--- config.mk ---
export PLATFORM = sky130hd
export DESIGN_NAME = clk_gen_tune_ctrl
export DESIGN_NICKNAME = d
export VERILOG_FILES = /design/src/rtl/clk_gen_tune_pkg.sv /design/src/rtl/clk_gen_edge_counter.sv /design/src/rtl/clk_gen_tune_ctrl.sv
export SDC_FILE = /design/constraint.sdc
export NUM_CORES = 1
export LEC_CHECK = 0
export CAP_MARGIN = 20
export CORE_ASPECT_RATIO = 1.75
export CORE_MARGIN = 1
export CORE_UTILIZATION = 30
export DETAILED_ROUTE_END_ITERATION = 8
export GPL_ROUTABILITY_DRIVEN = 0
export SETUP_SLACK_MARGIN = 0.3
export SLEW_MARGIN = 20
export SYNTH_ARGS = -nofsm -noshare
export SYNTH_HDL_FRONTEND = slang
export SYNTH_HIERARCHICAL = 1
export SYNTH_SLANG_ARGS = --single-unit
--- constraint.sdc ---
create_clock -name clk -period 3.9 [get_ports clk]
set_input_delay 0.585 -clock clk [delete_from_list [all_inputs] [get_ports clk]]
set_output_delay 0.585 -clock clk [all_outputs]
set_load 0.02 [all_outputs]
--- src/rtl/clk_gen_tune_pkg.sv ---
// rtl/clk_gen_tune_pkg.sv - shared types and constants for the oscillator tap tuning controller
//
// Purpose: state and direction enums, bus widths, and the signed count
// difference helper used by clk_gen_tune_ctrl and clk_gen_edge_counter.
// Ports: none (package).
package clk_gen_tune_pkg;

  localparam int SEL_W  = 4;
  localparam int CNT_W  = 13;
  localparam int DIFF_W = CNT_W + 1;

  localparam logic [CNT_W-1:0] CNT_MAX = '1;
  localparam logic [SEL_W-1:0] SEL_MAX = '1;
  localparam logic [SEL_W-1:0] SEL_MIN = '0;

  typedef enum logic [2:0] {
    ST_IDLE,
    ST_SETTLE,
    ST_MEASURE,
    ST_COMPARE,
    ST_LOCKED,
    ST_FAIL
  } state_t;

  typedef enum logic [1:0] {
    DIR_NULL,
    DIR_UP,
    DIR_DN
  } dir_t;

  // Both operands are unsigned 13-bit; widening by one zero bit keeps the
  // subtraction exact in 14-bit two's complement.
  function automatic logic signed [DIFF_W-1:0] count_diff(
    input logic [CNT_W-1:0] count,
    input logic [CNT_W-1:0] target
  );
    return $signed({1'b0, count}) - $signed({1'b0, target});
  endfunction

endpackage

--- src/rtl/clk_gen_edge_counter.sv ---
// rtl/clk_gen_edge_counter.sv - synchronized rising-edge counter for the divided oscillator
//
// Purpose: brings osc_in into the clk domain through two flops, detects
// synchronized 0->1 transitions and counts them while enabled, saturating at
// the maximum 13-bit value.
// Ports:
//   clk     in   sole clock
//   reset   in   synchronous active-high reset
//   osc_in  in   divided oscillator, asynchronous to clk
//   clear   in   zero the count (wins over enable)
//   enable  in   count edges this cycle
//   count   out  edges counted since last clear
module clk_gen_edge_counter
  import clk_gen_tune_pkg::*;
(
  input  logic             clk,
  input  logic             reset,
  input  logic             osc_in,
  input  logic             clear,
  input  logic             enable,
  output logic [CNT_W-1:0] count
);

  logic sync_q1;
  logic sync_q2;
  logic prev_q;
  logic rise;

  assign rise = sync_q2 & ~prev_q;

  always_ff @(posedge clk) begin
    if (reset) begin
      sync_q1 <= 1'b0;
      sync_q2 <= 1'b0;
      prev_q  <= 1'b0;
      count   <= '0;
    end else begin
      sync_q1 <= osc_in;
      sync_q2 <= sync_q1;
      prev_q  <= sync_q2;
      if (clear) begin
        count <= '0;
      end else if (enable && rise && (count != CNT_MAX)) begin
        count <= count + 1'b1;
      end
    end
  end

endmodule

--- src/rtl/clk_gen_tune_ctrl.sv ---
// rtl/clk_gen_tune_ctrl.sv - successive tap search locking a ring oscillator to a target edge count
//
// Purpose: after start, repeatedly settles, counts osc_in rising edges over a
// fixed window and steps the tap select one position toward the target until
// the count is within tol, the search reverses direction, or a tap limit is hit.
// Optional feature macro: CLK_GEN_TUNE_DBG_EN adds meas_count and iter outputs.
// Ports:
//   clk           in   sole clock
//   reset         in   synchronous active-high reset
//   start         in   one-cycle pulse starting a run (ignored while busy)
//   target_count  in   desired edges per window
//   tol           in   accepted |count - target_count|
//   osc_in        in   divided oscillator, asynchronous
//   sel           out  tap select for the 16:1 mux
//   busy          out  run in progress
//   locked        out  run ended in range
//   fail          out  run ended at a tap limit
//   meas_count    out  (debug) last completed window count
//   iter          out  (debug) COMPARE cycles in current run
module clk_gen_tune_ctrl
  import clk_gen_tune_pkg::*;
#(
  parameter int               WINDOW_CYCLES = 1024,
  parameter int               SETTLE_CYCLES = 16,
  parameter logic [SEL_W-1:0] INIT_SEL      = 4'd8
) (
  input  logic             clk,
  input  logic             reset,
  input  logic             start,
  input  logic [CNT_W-1:0] target_count,
  input  logic [3:0]       tol,
  input  logic             osc_in,
  output logic [SEL_W-1:0] sel,
  output logic             busy,
  output logic             locked,
  output logic             fail
`ifdef CLK_GEN_TUNE_DBG_EN
  ,
  output logic [CNT_W-1:0] meas_count,
  output logic [4:0]       iter
`endif
);

  localparam int TMR_W = 13;
  localparam logic [TMR_W-1:0] WIN_LAST = TMR_W'(WINDOW_CYCLES - 1);
  localparam logic [TMR_W-1:0] SET_LAST = TMR_W'(SETTLE_CYCLES - 1);

  state_t             state, state_n;
  dir_t               last_dir, dir_n;
  logic [SEL_W-1:0]   sel_n;
  logic [TMR_W-1:0]   timer, timer_n;
  logic               cnt_clear;
  logic               cnt_en;
  logic               run_start;
  logic [CNT_W-1:0]   count;
  logic signed [DIFF_W-1:0] d;
  logic signed [DIFF_W-1:0] tol_s;

  clk_gen_edge_counter u_edge_counter (
    .clk    (clk),
    .reset  (reset),
    .osc_in (osc_in),
    .clear  (cnt_clear),
    .enable (cnt_en),
    .count  (count)
  );

  always_ff @(posedge clk) begin
    if (reset) begin
      state    <= ST_IDLE;
      sel      <= INIT_SEL;
      last_dir <= DIR_NULL;
      timer    <= '0;
    end else begin
      state    <= state_n;
      sel      <= sel_n;
      last_dir <= dir_n;
      timer    <= timer_n;
    end
  end

  always_comb begin
    state_n   = state;
    sel_n     = sel;
    dir_n     = last_dir;
    timer_n   = timer;
    cnt_clear = 1'b0;
    cnt_en    = 1'b0;
    run_start = 1'b0;
    d         = count_diff(count, target_count);
    tol_s     = $signed({{(DIFF_W-4){1'b0}}, tol});

    case (state)
      ST_IDLE, ST_LOCKED, ST_FAIL: begin
        if (start) begin
          run_start = 1'b1;
          state_n   = ST_SETTLE;
          sel_n     = INIT_SEL;
          dir_n     = DIR_NULL;
          timer_n   = '0;
          cnt_clear = 1'b1;
        end
      end

      ST_SETTLE: begin
        if (timer == SET_LAST) begin
          timer_n   = '0;
          cnt_clear = 1'b1;
          state_n   = ST_MEASURE;
        end else begin
          timer_n = timer + 1'b1;
        end
      end

      ST_MEASURE: begin
        cnt_en = 1'b1;
        if (timer == WIN_LAST) begin
          timer_n = '0;
          state_n = ST_COMPARE;
        end else begin
          timer_n = timer + 1'b1;
        end
      end

      ST_COMPARE: begin
        if (d > tol_s) begin
          // Oscillator too fast: move to a slower tap.
          dir_n = DIR_UP;
          if (sel == SEL_MAX) begin
            state_n = ST_FAIL;
          end else begin
            sel_n   = sel + 1'b1;
            // A reversal means target lies between the last two taps.
            state_n = (last_dir == DIR_DN) ? ST_LOCKED : ST_SETTLE;
          end
        end else if (d < -tol_s) begin
          dir_n = DIR_DN;
          if (sel == SEL_MIN) begin
            state_n = ST_FAIL;
          end else begin
            sel_n   = sel - 1'b1;
            state_n = (last_dir == DIR_UP) ? ST_LOCKED : ST_SETTLE;
          end
        end else begin
          state_n = ST_LOCKED;
        end
      end

      default: state_n = ST_IDLE;
    endcase
  end

  assign busy   = (state == ST_SETTLE) || (state == ST_MEASURE) || (state == ST_COMPARE);
  assign locked = (state == ST_LOCKED);
  assign fail   = (state == ST_FAIL);

`ifdef CLK_GEN_TUNE_DBG_EN
  always_ff @(posedge clk) begin
    if (reset) begin
      meas_count <= '0;
      iter       <= '0;
    end else if (run_start) begin
      meas_count <= '0;
      iter       <= '0;
    end else if (state == ST_COMPARE) begin
      meas_count <= count;
      iter       <= iter + 1'b1;
    end
  end
`endif

endmodule

# Word level (Yosys, flattened, before mapping)
# Index checks and enable logic that the tools add are counted.
# W data, S select, Z words.
[word_totals]
output_inout_bits = 7
wordCells = 77
regBits = 38
[op_classes]
order_cmp = 2
n_reduce_logical = 14
add_sub_neg = 6
n_eq_ne = 17
n_mux = 28
n_bitwise = 2
[op_table]
columns = ["op", "n"]
rows = [
  ["$mux W13", 3],
  ["$pmux W13 S3", 1],
  ["$mux W3", 9],
  ["$add A13 B1 Y13 const B", 2],
  ["$mux W4", 5],
  ["$gt A14 B5 Y1", 1],
  ["$lt A14 B14 Y1", 1],
  ["$neg A4 Y14", 1],
  ["$sub A13 B13 Y14", 1],
  ["$eq A13 B10 Y1 const B", 1],
  ["$eq A13 B4 Y1 const B", 1],
  ["$ne A13 B13 Y1 const B", 1],
  ["$pmux W3 S4", 1],
  ["$ne A3 B3 Y1 const B", 3],
  ["$pmux W4 S2", 1],
  ["$eq A3 B2 Y1 const B", 2],
  ["$eq A3 B3 Y1 const B", 2],
  ["$mux W2", 3],
  ["$ne A2 B2 Y1 const B", 3],
  ["$reduce_and A3 Y1", 2],
  ["$reduce_and A5 Y1", 1],
  ["$add A4 B1 Y4 const B", 1],
  ["$eq A4 B4 Y1 const B", 1],
  ["$logic_not A4 Y1", 1],
  ["17 further kinds", 21],
]

# Logic depth before layout (Yosys ltp)
[depth]
ltp_word = 6
depth_mapped = 20
depth_no_buf = 19

# Cells and area by module
# Netlist, hierarchy kept.
[by_module_without_submodules]
columns = ["mod", "cells_per_inst", "n_inst", "area_each_um2", "seq_area_each_um2"]
rows = [
  ["clk_gen_tune_ctrl", 326, 1, 2491.1, 440.4],
  ["clk_gen_edge_counter", 76, 1, 734.5, 320.3],
]

# Least setup slack after synthesis
# OpenSTA, ideal clock, no wires.
[synth_path]
kind = "input-to-reg"
startpoint = "input port target_count[0]"
endpoint = "register sel[0]"
path_slack_ps = 188
arrival_ps = 3591
required_ps = 3779
stages = 16
setup_time_ps = 121
path_cell_list = "ha_1 -> fa_1 -> nand2b_1 -> a21oi_2 -> o211a_1 -> nor3_2 -> ha_1 -> and3_1 -> nand3_1 -> a21oi_1 -> a221o_1 -> a21oi_1 -> o21a_1 -> nand3_1 -> a31o_1 -> mux2_2"
[synth_via]
elab_chain_cells = 4
[synth_rtl]
columns = ["item", "line_no", "rtl"]
rows = [
  ["from (decl)", "clk_gen_tune_ctrl.sv:30", "input logic [CNT_W-1:0] target_count,"],
  ["$sub A13 B13 Y14 *", "clk_gen_tune_pkg.sv:37", "return $signed({1'b0, count}) - $signed({1'b0, target});"],
  ["$gt A14 B5 Y1 or $lt A14 B14 Y1 (tied branches)", "clk_gen_tune_ctrl.sv:126, clk_gen_tune_ctrl.sv:136", ""],
  ["$ne A3 B3 Y1 (no source line) or $mux W4 (tied branches)", "-", ""],
  ["$reduce_and A5 Y1 (no source line) or $pmux W4 S2 (tied branches)", "-", ""],
  ["to (signal assigned)", "clk_gen_tune_ctrl.sv:76", "sel <= sel_n;"],
  ["to (decl)", "clk_gen_tune_ctrl.sv:33", "output logic [SEL_W-1:0] sel,"],
]
# Every way passes the cells marked *; elsewhere a longest branch is shown, timed or not.
# A chain may end at the register's enable or synchronous reset.

# Worst setup path in the final report
[layout_path]
startpoint = "input port target_count[1]"
endpoint = "register sel[0]"
# The elaborated chain is that of the path after synthesis.

==> flow_metrics.env <==
export IMPL_ys_warn_count=6
export IMPL_period_share_pct=90.2
export IMPL_multi_input_area_um2=2820
export IMPL_synth_async_reset_ratio_pct=0
export IMPL_cts_htree_levels=2
export IMPL_finalClockSkew_ps=5.87
export IMPL_grt_use_total_pct=17.0
export IMPL_layoutNonFillerInstCount=629
export IMPL_yosysMostFrequentCell="nor2_1"
export IMPL_layout_min_cycle_time_ps=3520
export IMPL_syn_nets=459
export IMPL_maxCapViolCount=0
export IMPL_dp_cells=598
export IMPL_cp_common_cell="buf_6"
export IMPL_drive_gt1_share_pct=34.9
export IMPL_fillers=969
export IMPL_yosysTopAreaCell="dfxtp_1"
export IMPL_port_buffers=27
export IMPL_synth_seq_cells=38
export IMPL_dpl_worst_slack_ps=-402
export IMPL_die_area_um2=11200
export IMPL_power_density_nw_per_um2=226
export IMPL_vias_per_cell=5.34
export IMPL_fp_dieH_um=139
export IMPL_cts_tree="done"
export IMPL_critPathKind="input pin to flop"
export IMPL_syn_cell_area_um2=3230
export IMPL_syn_inst=402
export IMPL_setup_viol=0
export IMPL_startpoint_type="input pin"
export IMPL_synth_edf_count=0
export IMPL_num_vias=3357
export IMPL_timing_final_ws_setup_ps=381
export IMPL_hold_viol_final=0
export IMPL_slew_viol_final=0
export IMPL_grt_start_max_net_pins=19
export IMPL_rsz0062_at_grt="true"
export IMPL_grt_pass1_wl_um=15100
export IMPL_core_area_um2=10400
export IMPL_synthDistinctLibCells=72
export IMPL_grt_pass1_vias=3406
export IMPL_clock_sinks=38
export IMPL_io_pins=28
export IMPL_clock_path_buffers=2
export IMPL_crit_path_end_kind="flop"
export IMPL_worstPathCellList="clkbuf_2 > buf_6 > fa_2 > nand2b_4 > a21oi_4 > buf_6 > o211ai_1 > o221ai_2 > ha_1 > nand3_1 > nand2_1 > a21o_1 > a221o_1 > o21ai_1 > o21a_1 > nand3_2 > a31o_1 > mux2_4"
export IMPL_clk_latency_ps=280
export IMPL_max_clock_freq_mhz=284
export IMPL_grt_overflow_total=0
export IMPL_maxSlewHeadroom_pct=53.9
export IMPL_tightest_slew_ps=691
export IMPL_critPathMaxStageDelay_ps=390
export IMPL_cts_buffers=5
export IMPL_ys_top_cells_by_count="nor2_1, dfxtp_1, ha_1"
export IMPL_syn_area_per_cell_um2=8.02
export IMPL_arrival_ps=3690
export IMPL_finalNetCount=557
export IMPL_leakagePower_uw=0.00199
export IMPL_clk_transition_reported_paths_ps=60
export IMPL_synth_area_leaders="dfxtp_1, ha_1, a21oi_1, nor2_1, inv_1"
export IMPL_hold_class="flop to flop"
export IMPL_detail_route_wirelength_um=9630
export IMPL_rows=49
export IMPL_detailed_place_hpwl_um=6890
export IMPL_vdd_drop_max_mv=0.302
export IMPL_antenna_found_initial=1
export IMPL_outcome="finished, final reports clean"
export IMPL_worstPathRequired_ps=4070
export IMPL_ys_seq_area_share_pct=23.6
export IMPL_cts_root_buf="clkbuf_16"
export IMPL_synth_top_area_share_pct=23.6
export IMPL_wire_per_inst_um=15.3
export IMPL_first_pass_iters=4
export IMPL_seqCellArea_um2=769
export IMPL_ant_nets=0
export IMPL_die_w_um=80.4
export IMPL_slowest_stage="fa_2"
export IMPL_start_util_pct=31.1
export IMPL_area_growth_pct=50.4
export IMPL_ys_flop_type="dfxtp_1"
export IMPL_drc=0
export IMPL_first_iter_violations=127
export IMPL_cp_max_fo=6
[what timing repair did]
action                                 CTS  global route
setup endpoints to repair                8             7
setup buffers                           14             7
pin swaps                               60            44
hold buffers                             0             0
gates resized for setup                 90            36
endpoints found under the hold margin    0             0
cloned                                   0             1
[metal layers]
layer  vias to the layer above  track usage, %  share of wire, %
met3                        23            1.32               1.6
li1                       1679               -                 -
met2                        49            33.3                58
met5                         -               0                 0
met1                      1606            16.9                38
met4                         0            8.65               3.2
[stage by stage]
step / hold WS, ps / power (µW) / util, % / TNS, ps / cell area, µm²
6_report: 436 / 1100 / 46.8 / 0 / 4850
5_1_grt: 447 / 1150 / 46.8 / 0 / 4850
4_1_cts: 436 / 1090 / 45.1 / 0 / 4670
3_5_place_dp: 422 / 592 / 38.7 / -2540 / 4010
3_3_place_gp: 424 / 588 / 38.7 / -1970 / 4010
2_1_floorplan: 414 / 513 / - / 0 / 3250
[flip-flops by register name, summed over array words and instances, names as in the netlist]
register / flops
u_edge_counter/sync_q1: 1
timer: 13
u_edge_counter/count: 13
u_edge_counter/sync_q2: 1
sel: 4
u_edge_counter/prev_q: 1
last_dir: 2
state: 3
[area by class of cell]
class / count / share of cell area (%)
flip-flops and latches: 38 / 15.9
clock inverters: 2 / 0.774
repair buffers: 97 / 16.7
well taps: 127 / 3.28
diodes: 1 / 0.0516
multi-input cells: 326 / 58.2
inverters: 32 / 2.53
clock buffers: 6 / 2.66
[placed cells by master (no fill, tap or decap), types with 5 or more instances in the layout]
cell | synthesis | final
nand2b_1 | 7 | 6
clkbuf_16 | 0 | 5
a21oi_1 | 32 | 25
o211ai_1 | 6 | 6
buf_4 | 0 | 61
o31ai_1 | 8 | 7
nor2_1 | 40 | 39
xor2_1 | 11 | 9
nand3_1 | 17 | 14
o21ai_1 | 3 | 5
ha_4 | 0 | 17
dlygate4sd2_1 | 0 | 6
inv_1 | 32 | 22
or4_1 | 5 | 5
nor2b_1 | 8 | 8
inv_2 | 0 | 9
ha_1 | 35 | 17
o21ai_0 | 20 | 15
nand2_1 | 22 | 19
a21oi_2 | 3 | 7
nand4_1 | 5 | 5
clkdlybuf4s50_1 | 0 | 16
buf_6 | 0 | 10
dfxtp_1 | 38 | 33
[final timing paths]
check,end,startpoint,slack [ps],depth (start not counted)
setup / recovery,sel[0]$_SDFFE_PP0P_,target_count[1],380,18
hold / removal,u_edge_counter/sync_q2$_SDFF_PP0_,u_edge_counter/sync_q1$_SDFF_PP0_,440,1
setup reg to reg,sel[0]$_SDFFE_PP0P_,u_edge_counter/count[0]$_SDFFE_PP0P_,400,18
hold reg to reg,u_edge_counter/sync_q2$_SDFF_PP0_,u_edge_counter/sync_q1$_SDFF_PP0_,440,1
[kinds of logic (layout without fill, tap and decap cells)]
kind of cell	after synthesis	after routing	synth area share, %
and+or+nand+nor	150	150	25.8
xor gates and xnor gates	17	17	4.62
buffers and inverters	38	137	4.77
AOI/OAI and AO/OA	118	118	25.4
adders and majority gates	36	36	14.2
other	0	1	0
muxes	5	5	1.59
DFF	38	38	23.6
[critical path, delay by kind of cell]
family                     cells  cell delay (ps)
buffers and inverters          3              360
muxes                          1              260
AOI/OAI and AO/OA              8             1440
adders and majority gates      2              670
and+or+nand+nor                4              380
[power breakdown]
part	internal (µW)	switching [µW]	leakage, µW	total (µW)
clock	302	156	0.0000771	458
combinational	123	121	0.00161	244
sequential	392	3.57	0.000310	395
No activity file was read; power rests on OpenSTA's default activity.
